## config.mk

```make
export PLATFORM = sky130hd
export DESIGN_NAME = io_port_initiator
export DESIGN_NICKNAME = d
export VERILOG_FILES = /design/src/rtl/io_port_initiator.sv
export SDC_FILE = /design/constraint.sdc
export NUM_CORES = 1
export LEC_CHECK = 0
export BUFFER_PORTS_ARGS = -buffer_cell sky130_fd_sc_hd__buf_2
export CORE_ASPECT_RATIO = 0.5
export CORE_MARGIN = 3
export CORE_UTILIZATION = 46
export CTS_CLUSTER_SIZE = 8
export DETAILED_ROUTE_END_ITERATION = 16
export PLACE_DENSITY = 0.84
export SYNTH_ARGS = -nofsm -noshare
export SYNTH_HDL_FRONTEND = slang
export SYNTH_SLANG_ARGS = --single-unit
```

## constraint.sdc

```tcl
create_clock -name clk -period 2.1 [get_ports clk]
set_input_delay 0.21 -clock clk [delete_from_list [all_inputs] [get_ports clk]]
set_output_delay 0.21 -clock clk [all_outputs]
set_load 0.05 [all_outputs]
```

## src/rtl/io_port_initiator.sv

```systemverilog
// CPU-to-device port initiator: turns a held CPU read/write request into a
// single device request strobe. It then waits, with a bounded wait, for the
// matching acknowledge and returns a one-cycle completion pulse.
module io_port_initiator #(
  parameter int unsigned D_WIDTH  = 34,
  parameter int unsigned PA_WIDTH = 4,
  parameter int unsigned TIMEOUT  = 16
) (
  input  logic                clk,
  input  logic                reset_i,
  input  logic                cpu_rd_i,
  input  logic                cpu_wr_i,
  input  logic [PA_WIDTH-1:0] cpu_addr_i,
  input  logic [D_WIDTH-1:0]  cpu_wdata_i,
  output logic [D_WIDTH-1:0]  cpu_rdata_o,
  output logic                cpu_done_o,
  output logic                cpu_timeout_o,
  output logic                stall_o,
  output logic                read_req_o,
  output logic                write_req_o,
  output logic [PA_WIDTH-1:0] read_addr_o,
  output logic [PA_WIDTH-1:0] write_addr_o,
  output logic [D_WIDTH-1:0]  dout_o,
  input  logic [D_WIDTH-1:0]  din_i,
  input  logic                read_ack_i,
  input  logic                write_ack_i
);

  // TIMEOUT is at most 255, so the wait counter fits in 8 bits
  localparam int unsigned CNT_W = 8;

  typedef enum logic [1:0] {IDLE, ISSUE, WAIT, DONE} state_t;

  state_t              state_q, state_d;
  logic                op_wr_q, op_wr_d;
  logic [PA_WIDTH-1:0] addr_q, addr_d;
  logic [D_WIDTH-1:0]  wdata_q, wdata_d;
  logic [CNT_W-1:0]    cnt_q, cnt_d;
  logic [D_WIDTH-1:0]  rdata_q, rdata_d;
  logic                done_q, done_d;
  logic                tmo_q, tmo_d;
  logic                rreq_q, rreq_d;
  logic                wreq_q, wreq_d;
  logic [PA_WIDTH-1:0] raddr_q, raddr_d;
  logic [PA_WIDTH-1:0] waddr_q, waddr_d;
  logic [D_WIDTH-1:0]  dout_q, dout_d;
  logic                ack_match;
  logic                active_d;

  // Next state and next registered outputs; outputs are derived from the
  // upcoming state so they line up with the cycle the state is occupied
  always_comb begin
    state_d  = state_q;
    op_wr_d  = op_wr_q;
    addr_d   = addr_q;
    wdata_d  = wdata_q;
    cnt_d    = cnt_q;
    rdata_d  = rdata_q;
    done_d   = 1'b0;
    tmo_d    = 1'b0;
    rreq_d   = 1'b0;
    wreq_d   = 1'b0;
    raddr_d  = '0;
    waddr_d  = '0;
    dout_d   = '0;
    active_d = 1'b0;

    ack_match = op_wr_q ? write_ack_i : read_ack_i;

    case (state_q)
      IDLE: begin
        if (cpu_wr_i || cpu_rd_i) begin
          op_wr_d = cpu_wr_i;
          addr_d  = cpu_addr_i;
          wdata_d = cpu_wdata_i;
          cnt_d   = '0;
          rreq_d  = ~cpu_wr_i;
          wreq_d  = cpu_wr_i;
          state_d = ISSUE;
        end
      end
      ISSUE: begin
        cnt_d   = '0;
        state_d = WAIT;
      end
      WAIT: begin
        // A matching ack on the final counted cycle still completes normally
        if (ack_match) begin
          if (!op_wr_q) begin
            rdata_d = din_i;
          end
          done_d  = 1'b1;
          state_d = DONE;
        end else if (cnt_q == CNT_W'(TIMEOUT)) begin
          if (!op_wr_q) begin
            rdata_d = '1;
          end
          done_d  = 1'b1;
          tmo_d   = 1'b1;
          state_d = DONE;
        end else begin
          cnt_d = cnt_q + CNT_W'(1);
        end
      end
      DONE: begin
        state_d = IDLE;
      end
      default: begin
        state_d = IDLE;
      end
    endcase

    // Device channel and write data only present while the access is live
    active_d = (state_d == ISSUE) || (state_d == WAIT);
    if (active_d) begin
      if (op_wr_d) begin
        waddr_d = addr_d;
        dout_d  = wdata_d;
      end else begin
        raddr_d = addr_d;
      end
    end
  end

  // State and output registers with synchronous reset
  always_ff @(posedge clk) begin
    if (reset_i) begin
      state_q <= IDLE;
      op_wr_q <= 1'b0;
      addr_q  <= '0;
      wdata_q <= '0;
      cnt_q   <= '0;
      rdata_q <= '0;
      done_q  <= 1'b0;
      tmo_q   <= 1'b0;
      rreq_q  <= 1'b0;
      wreq_q  <= 1'b0;
      raddr_q <= '0;
      waddr_q <= '0;
      dout_q  <= '0;
    end else begin
      state_q <= state_d;
      op_wr_q <= op_wr_d;
      addr_q  <= addr_d;
      wdata_q <= wdata_d;
      cnt_q   <= cnt_d;
      rdata_q <= rdata_d;
      done_q  <= done_d;
      tmo_q   <= tmo_d;
      rreq_q  <= rreq_d;
      wreq_q  <= wreq_d;
      raddr_q <= raddr_d;
      waddr_q <= waddr_d;
      dout_q  <= dout_d;
    end
  end

  // Stall is the only combinational output so the CPU holds in the request cycle
  assign stall_o = ((state_q == IDLE) && (cpu_rd_i || cpu_wr_i)) ||
                   (state_q == ISSUE) || (state_q == WAIT);

  assign cpu_rdata_o   = rdata_q;
  assign cpu_done_o    = done_q;
  assign cpu_timeout_o = tmo_q;
  assign read_req_o    = rreq_q;
  assign write_req_o   = wreq_q;
  assign read_addr_o   = raddr_q;
  assign write_addr_o  = waddr_q;
  assign dout_o        = dout_q;

endmodule

```

# --- Word level (Yosys, flattened, before mapping) ---
# Cells that the tools add are included.
totals:
  ff_bits: 129
  latchBits: 0
  mem_bits_rw: 0
  rom_bits: 0
  output_inout_bits: 81
  memories: 0
op_classes:
  n_addsub: 1
  n_mul: 0
  div: 0
  magnitude_cmp: 0
  n_eq_ne: 11
  n_shift: 0
  n_mux: 21
  bitwise_logic: 6
  n_reduce_logical: 15
op_table:
  columns: ["operator", "n"]
  rows:
  - ["$mux 34", 6]
  - ["$mux 8", 3]
  - ["$pmux 8 s3", 1]
  - ["$reduce_or 3->1", 4]
  - ["$ne 2x2->1 const B", 5]
  - ["$add 8x1->8 const B", 1]
  - ["$eq 8x5->1 const B", 1]
  - ["$mux 4", 2]
  - ["$pmux 2 s4", 1]
  - ["$reduce_and 4->1", 2]
  - ["$eq 2x2->1 const B", 3]
  - ["$mux 2", 3]
  - ["$not 1->1", 6]
  - ["$mux 1", 5]
  - ["$eq 2x1->1 const B", 2]
  - ["$logic_or 1x1->1", 4]
  - ["$reduce_bool 3->1", 1]
  - ["$logic_not 2->1", 1]
  - ["$reduce_bool 2->1", 1]
  - ["$reduce_or 2->1", 1]
  - ["$logic_and 1x1->1", 1]

# --- Logic depth before layout (Yosys ltp) ---
logic_depth:
  ltp_word: 8
  ltp_mapped: 9
  mapped_depth_nobuf: 6

# --- Worst setup path before layout ---
# No wires, ideal clock.
synth_path:
  path_type: "register -> register"
  start: "reg state_q[0]"
  end: "reg dout_q[19] (netlist: dout_o[19])"
  setup_time_ps: 118
  arrival_time_ps: 1905
  required_ps: 1982
  path_slack_ps: 77
  stages_incl_launch_ff: 9
  period_less_slack_ps: 2023
  cell_sequence: "dfxtp_1 > inv_1 > ha_1 > buf_2 > o21ai_0 > buf_2 > buf_2 > mux2_2 > a21boi_2"
synth_via:
  elab_chain_cells: 7
  elab_cells_between_ends: 16
synth_rtl:
  columns: ["element", "line", "rtl"]
  rows:
  - ["from (decl)", "34", "state_t state_q, state_d;"]
  - ["from (signal assigned)", "142", "state_q <= state_d;"]
  - ["$mux 2", "94", "end else if (cnt_q == CNT_W'(TIMEOUT)) begin"]
  - ["$mux 2", "88", "if (ack_match) begin"]
  - ["$pmux 2 s4", "70", "case (state_q)"]
  - ["$eq 2x1->1 / $eq 2x2->1 (equally long branches)", "114", "active_d = (state_d == ISSUE) || (state_d == WAIT);"]
  - ["$logic_or 1x1->1", "114", null]
  - ["$not 1->1 (no source line)", null, null]
  - ["$reduce_or 3->1 (no source line)", null, null]
  - ["to (signal assigned)", "154", "dout_q <= dout_d;"]
  - ["to (decl)", "46", "logic [D_WIDTH-1:0] dout_q, dout_d;"]
# Parallel ways exist; a longest one is shown, timed or not.
# A chain may end at the register's enable or synchronous reset.

# --- Worst setup path in the final report ---
layout_path:
  start: "reg cnt_q[0]"
  end: "reg dout_q[8] (netlist: dout_o[8])"
layout_via:
  elab_chain_cells: 8
  elab_cells_between_ends: 9
layout_rtl:
  columns: ["element", "line", "rtl"]
  rows:
  - ["from (decl)", "38", "logic [CNT_W-1:0] cnt_q, cnt_d;"]
  - ["from (signal assigned)", "146", "cnt_q <= cnt_d;"]
  - ["$eq 8x5->1 *", "94", null]
  - ["$mux 2 *", "94", null]
  - ["$mux 2 *", "88", null]
  - ["$pmux 2 s4 *", "70", null]
  - ["$eq 2x1->1 / $eq 2x2->1 (equally long branches)", "114", null]
  - ["$logic_or 1x1->1 *", "114", null]
  - ["$not 1->1 (no source line) *", null, null]
  - ["$reduce_or 3->1 (no source line) *", null, null]
# Mark *: on every way between the ends. The rest lies on a longest branch, timed or not.

==> qor.yml <==
grtUsageMet3_pct: 5.252
multi_input_area_um2: 2226
critPathRequiredTime_ns: 2.42
peakVddDrop_mv: 0.7739
cts_inserted_buffers: 17
crit_path_max_incr_delay_ns: 0.42
synth_xor_area_share_pct: 0
antenna_found_initial: 0
port_buffers: 158
via_count: 4071
async_flop_share_pct: 0
path_buf_inv: 3
grt_pass1_vias: 4101
grt_use_total_pct: 19.39
drive_above_1_share_pct: 42.55
crit_arrival_ns: 2.33
crit_family: "compound AO/OA/AOI/OAI gates"
synth.most_common_cell: "dfxtp_1"
syn_area_um2: 4999
synthTopCellsByCount: "129 x dfxtp_1, 45 x a21oi_1, 41 x nor2_1"
worst_hold_slack_ns: 0.08195
worstMarginPinSlew_ns: 0.4602
ios: 159
via_per_inst: 5.193
cts_tree: "built"
synth_top_family_by_area: "compound AO/OA/AOI/OAI gates"
p_per_area_nw_per_um2: 1545
grt_use_met2_pct: 34.34
grt_start_max_net_pins: 44
cts-resized-gates: 0
htreeDepth: 4
post_dp_cell_area_um2: 5979
synth_cells: 477
cp-startpoint: "cnt_q[0]$_SDFFE_PP0P_"
synth_fa_ha_area_share_pct: 1.252
r2r_slack_ns: 0.09
die-area_um2: 12230
slew_headroom_pct: 69.32
grt_overflow_total: 0
start_util_pct: 48.02
max_freq_mhz: 496.4
drc: 0
fin_setup_tns_ns: 0
finClkSkew_ns: 0.01098
clock_latency_ns: 0.40
clockRootBuffer: "clkbuf_16"
n_fill_cell: 816
register_area_um2: 2582
core_area_um2: 10410
outcome: "finished clean"
gr-max-usage-layer: "met2"
die_w_um: 153.4
slew_violations: 0
crit_path_end_kind: "flop"
maxCapViolCount: 0
fin_util_pct: 63.46
leakage_nw: 2.886
rr_endpoint: "dout_o[8]$_SDFF_PP0_"
post-dp-hpwl_um: 7882
critical_path_class: "reg2reg"
reg2reg_depth: 8
synthTopCellsByArea: "dfxtp_1 52%, mux2_2 8.6%, a211oi_1 5.1%, nor2b_1 4.8%, a21oi_1 4.5%"
cts.clk_slew.worst_paths_ns: 0.05
synth-compound-area-share_pct: 20.60
startpoint_type: "flop"
synth_top_area_share_pct: 51.66
synth.distinct_cells: 49
postCtsHoldBufs: 0
drt_pass1_iterations: 4
grt_pass1_wl_um: 19410
fin_nets: 714
die_y_um: 79.71
cts_buffer_depth: 2
endpoint: "dout_o[8]$_SDFF_PP0_"
path_cells: "inv_1 -> ha_1 -> nor4b_4 -> a2111oi_2 -> o211ai_1 -> buf_4 -> buf_12 -> a21boi_0"
synthFlopType: "dfxtp_1"
rr_startpoint: "cnt_q[0]$_SDFFE_PP0P_"
stdcell_area_um2: 6606
ys_ff_latch: 129
place.gp.congestion: 0.8643
post_cts_buffers: 0
avgSynthCellArea_um2: 10.48
hold_viol_final: 0
setup_viol: 0
synth_edf_count: 0
diodes: 0
ant_nets: 0
crit_fanout: 37
holdPathStages: 2
wl_per_cell_um: 15.02
syn2layout_area_growth_pct: 32.17
layout_worst_path_cycle_share_pct: 95.94
crit_cells: 8
yosys.area_share.simple_pct: 12.92
use_met1_pct: 22.73
clock_sinks: 129
yosysTopAreaCell: "dfxtp_1"
min_path_type: "in2reg"
syn-num-nets: 560
critPathSlowestCell: "a2111oi_2"
yosys-mux-area-fraction_pct: 9.061
std_cell_rows: 26
ys_warn_count: 0
period_needed_ns: 2.015
ys_seq_area_share_pct: 51.66
routed_wl_um: 11770
drt_iter0_markers: 228
-- routing by layer --
| metal | vias up | wire length, um |
|---|---|---|
| li1 | 2000 | - |
| met1 | 1923 | 4911 |
| met2 | 126 | 6000 |
| met3 | 22 | 668 |
| met4 | 0 | 193 |
| met5 | - | 0 |
-- stage by stage --
stage	power [mW]	setup slack, ns	std cells
final	10.21	0.08530	784
after CTS	10.26	0.006864	784
after floorplan	6.215	0.07683	477
after global routing	10.71	-0.004792	784
after detailed placement	7.155	0.02711	752
after global placement	7.048	0.1754	752
-- layout by cell type, fill, tap and decap left out, drive strengths merged, types with 4 or more instances in the layout --
cell type / instances
a211oi: 34
a21boi: 42
a21oi: 45
buf: 176
bufinv: 4
clkbuf: 19
clkinv: 5
dfxtp: 129
ha: 5
inv: 8
mux2: 39
nand2: 5
nand3: 4
nand4: 5
nor2: 41
nor2b: 38
o21ai: 5
or4: 4
-- worst reg2reg max path: stages (launching register included) --
cell,delay (ns)
dfxtp_1,0.33
inv_1,0.08
ha_1,0.22
nor4b_4,0.15
a2111oi_2,0.42
o211ai_1,0.17
buf_4,0.17
buf_12,0.17
a21boi_0,0.22
-- report_power, final --
part	total, mW	leakage, nW	internal, mW	switching (mW)
logic	4.00	1.53	1.47	2.53
clock network	3.07	0.302	1.99	1.08
registers	3.13	1.05	2.96	0.169
total	10.2	2.89	6.43	3.78
-- logic make-up (layout without fill, tap and decap cells) --
| kind of cell | count (synthesis) | in the layout |
|---|---|---|
| flip-flops | 129 | 129 |
| adder cells (fa/ha/maj) | 5 | 5 |
| buffers and inverters | 46 | 213 |
| AND/OR/NAND/NOR | 116 | 116 |
| multiplexers | 40 | 40 |
| AO/OA/AOI/OAI | 141 | 141 |
-- area by class of cell --
class	instances	area share, %
Inverter	5	0.2841
Timing Repair Buffer	176	14.96
Tap cell	140	2.652
Clock buffer	19	6.553
Multi-Input combinational cell	302	33.69
Clock inverter	13	2.765
Sequential cell	129	39.09
-- registers in the layout (all words and copies together) (netlist names) --
signal,cells
cpu_rdata_o,34
dout_o,34
wdata_q,34
cnt_q,8
addr_q,4
read_addr_o,4
write_addr_o,4
state_q,2
cpu_done_o,1
cpu_timeout_o,1
op_wr_q,1
read_req_o,1
write_req_o,1
-- worst min-delay path by stage --
stage	start	to	slack, ns
floorplan	cpu_wr_i	read_req_o$_SDFF_PP0_	0.29
detailed placement	reset_i	op_wr_q$_SDFF_PP0_	0.49
CTS	cpu_wr_i	read_req_o$_SDFF_PP0_	0.07
global placement	reset_i	op_wr_q$_SDFF_PP0_	0.49
global route	cpu_wr_i	read_req_o$_SDFF_PP0_	0.09
finish	cpu_wr_i	read_req_o$_SDFF_PP0_	0.08
(Power assumes the default switching activity.)
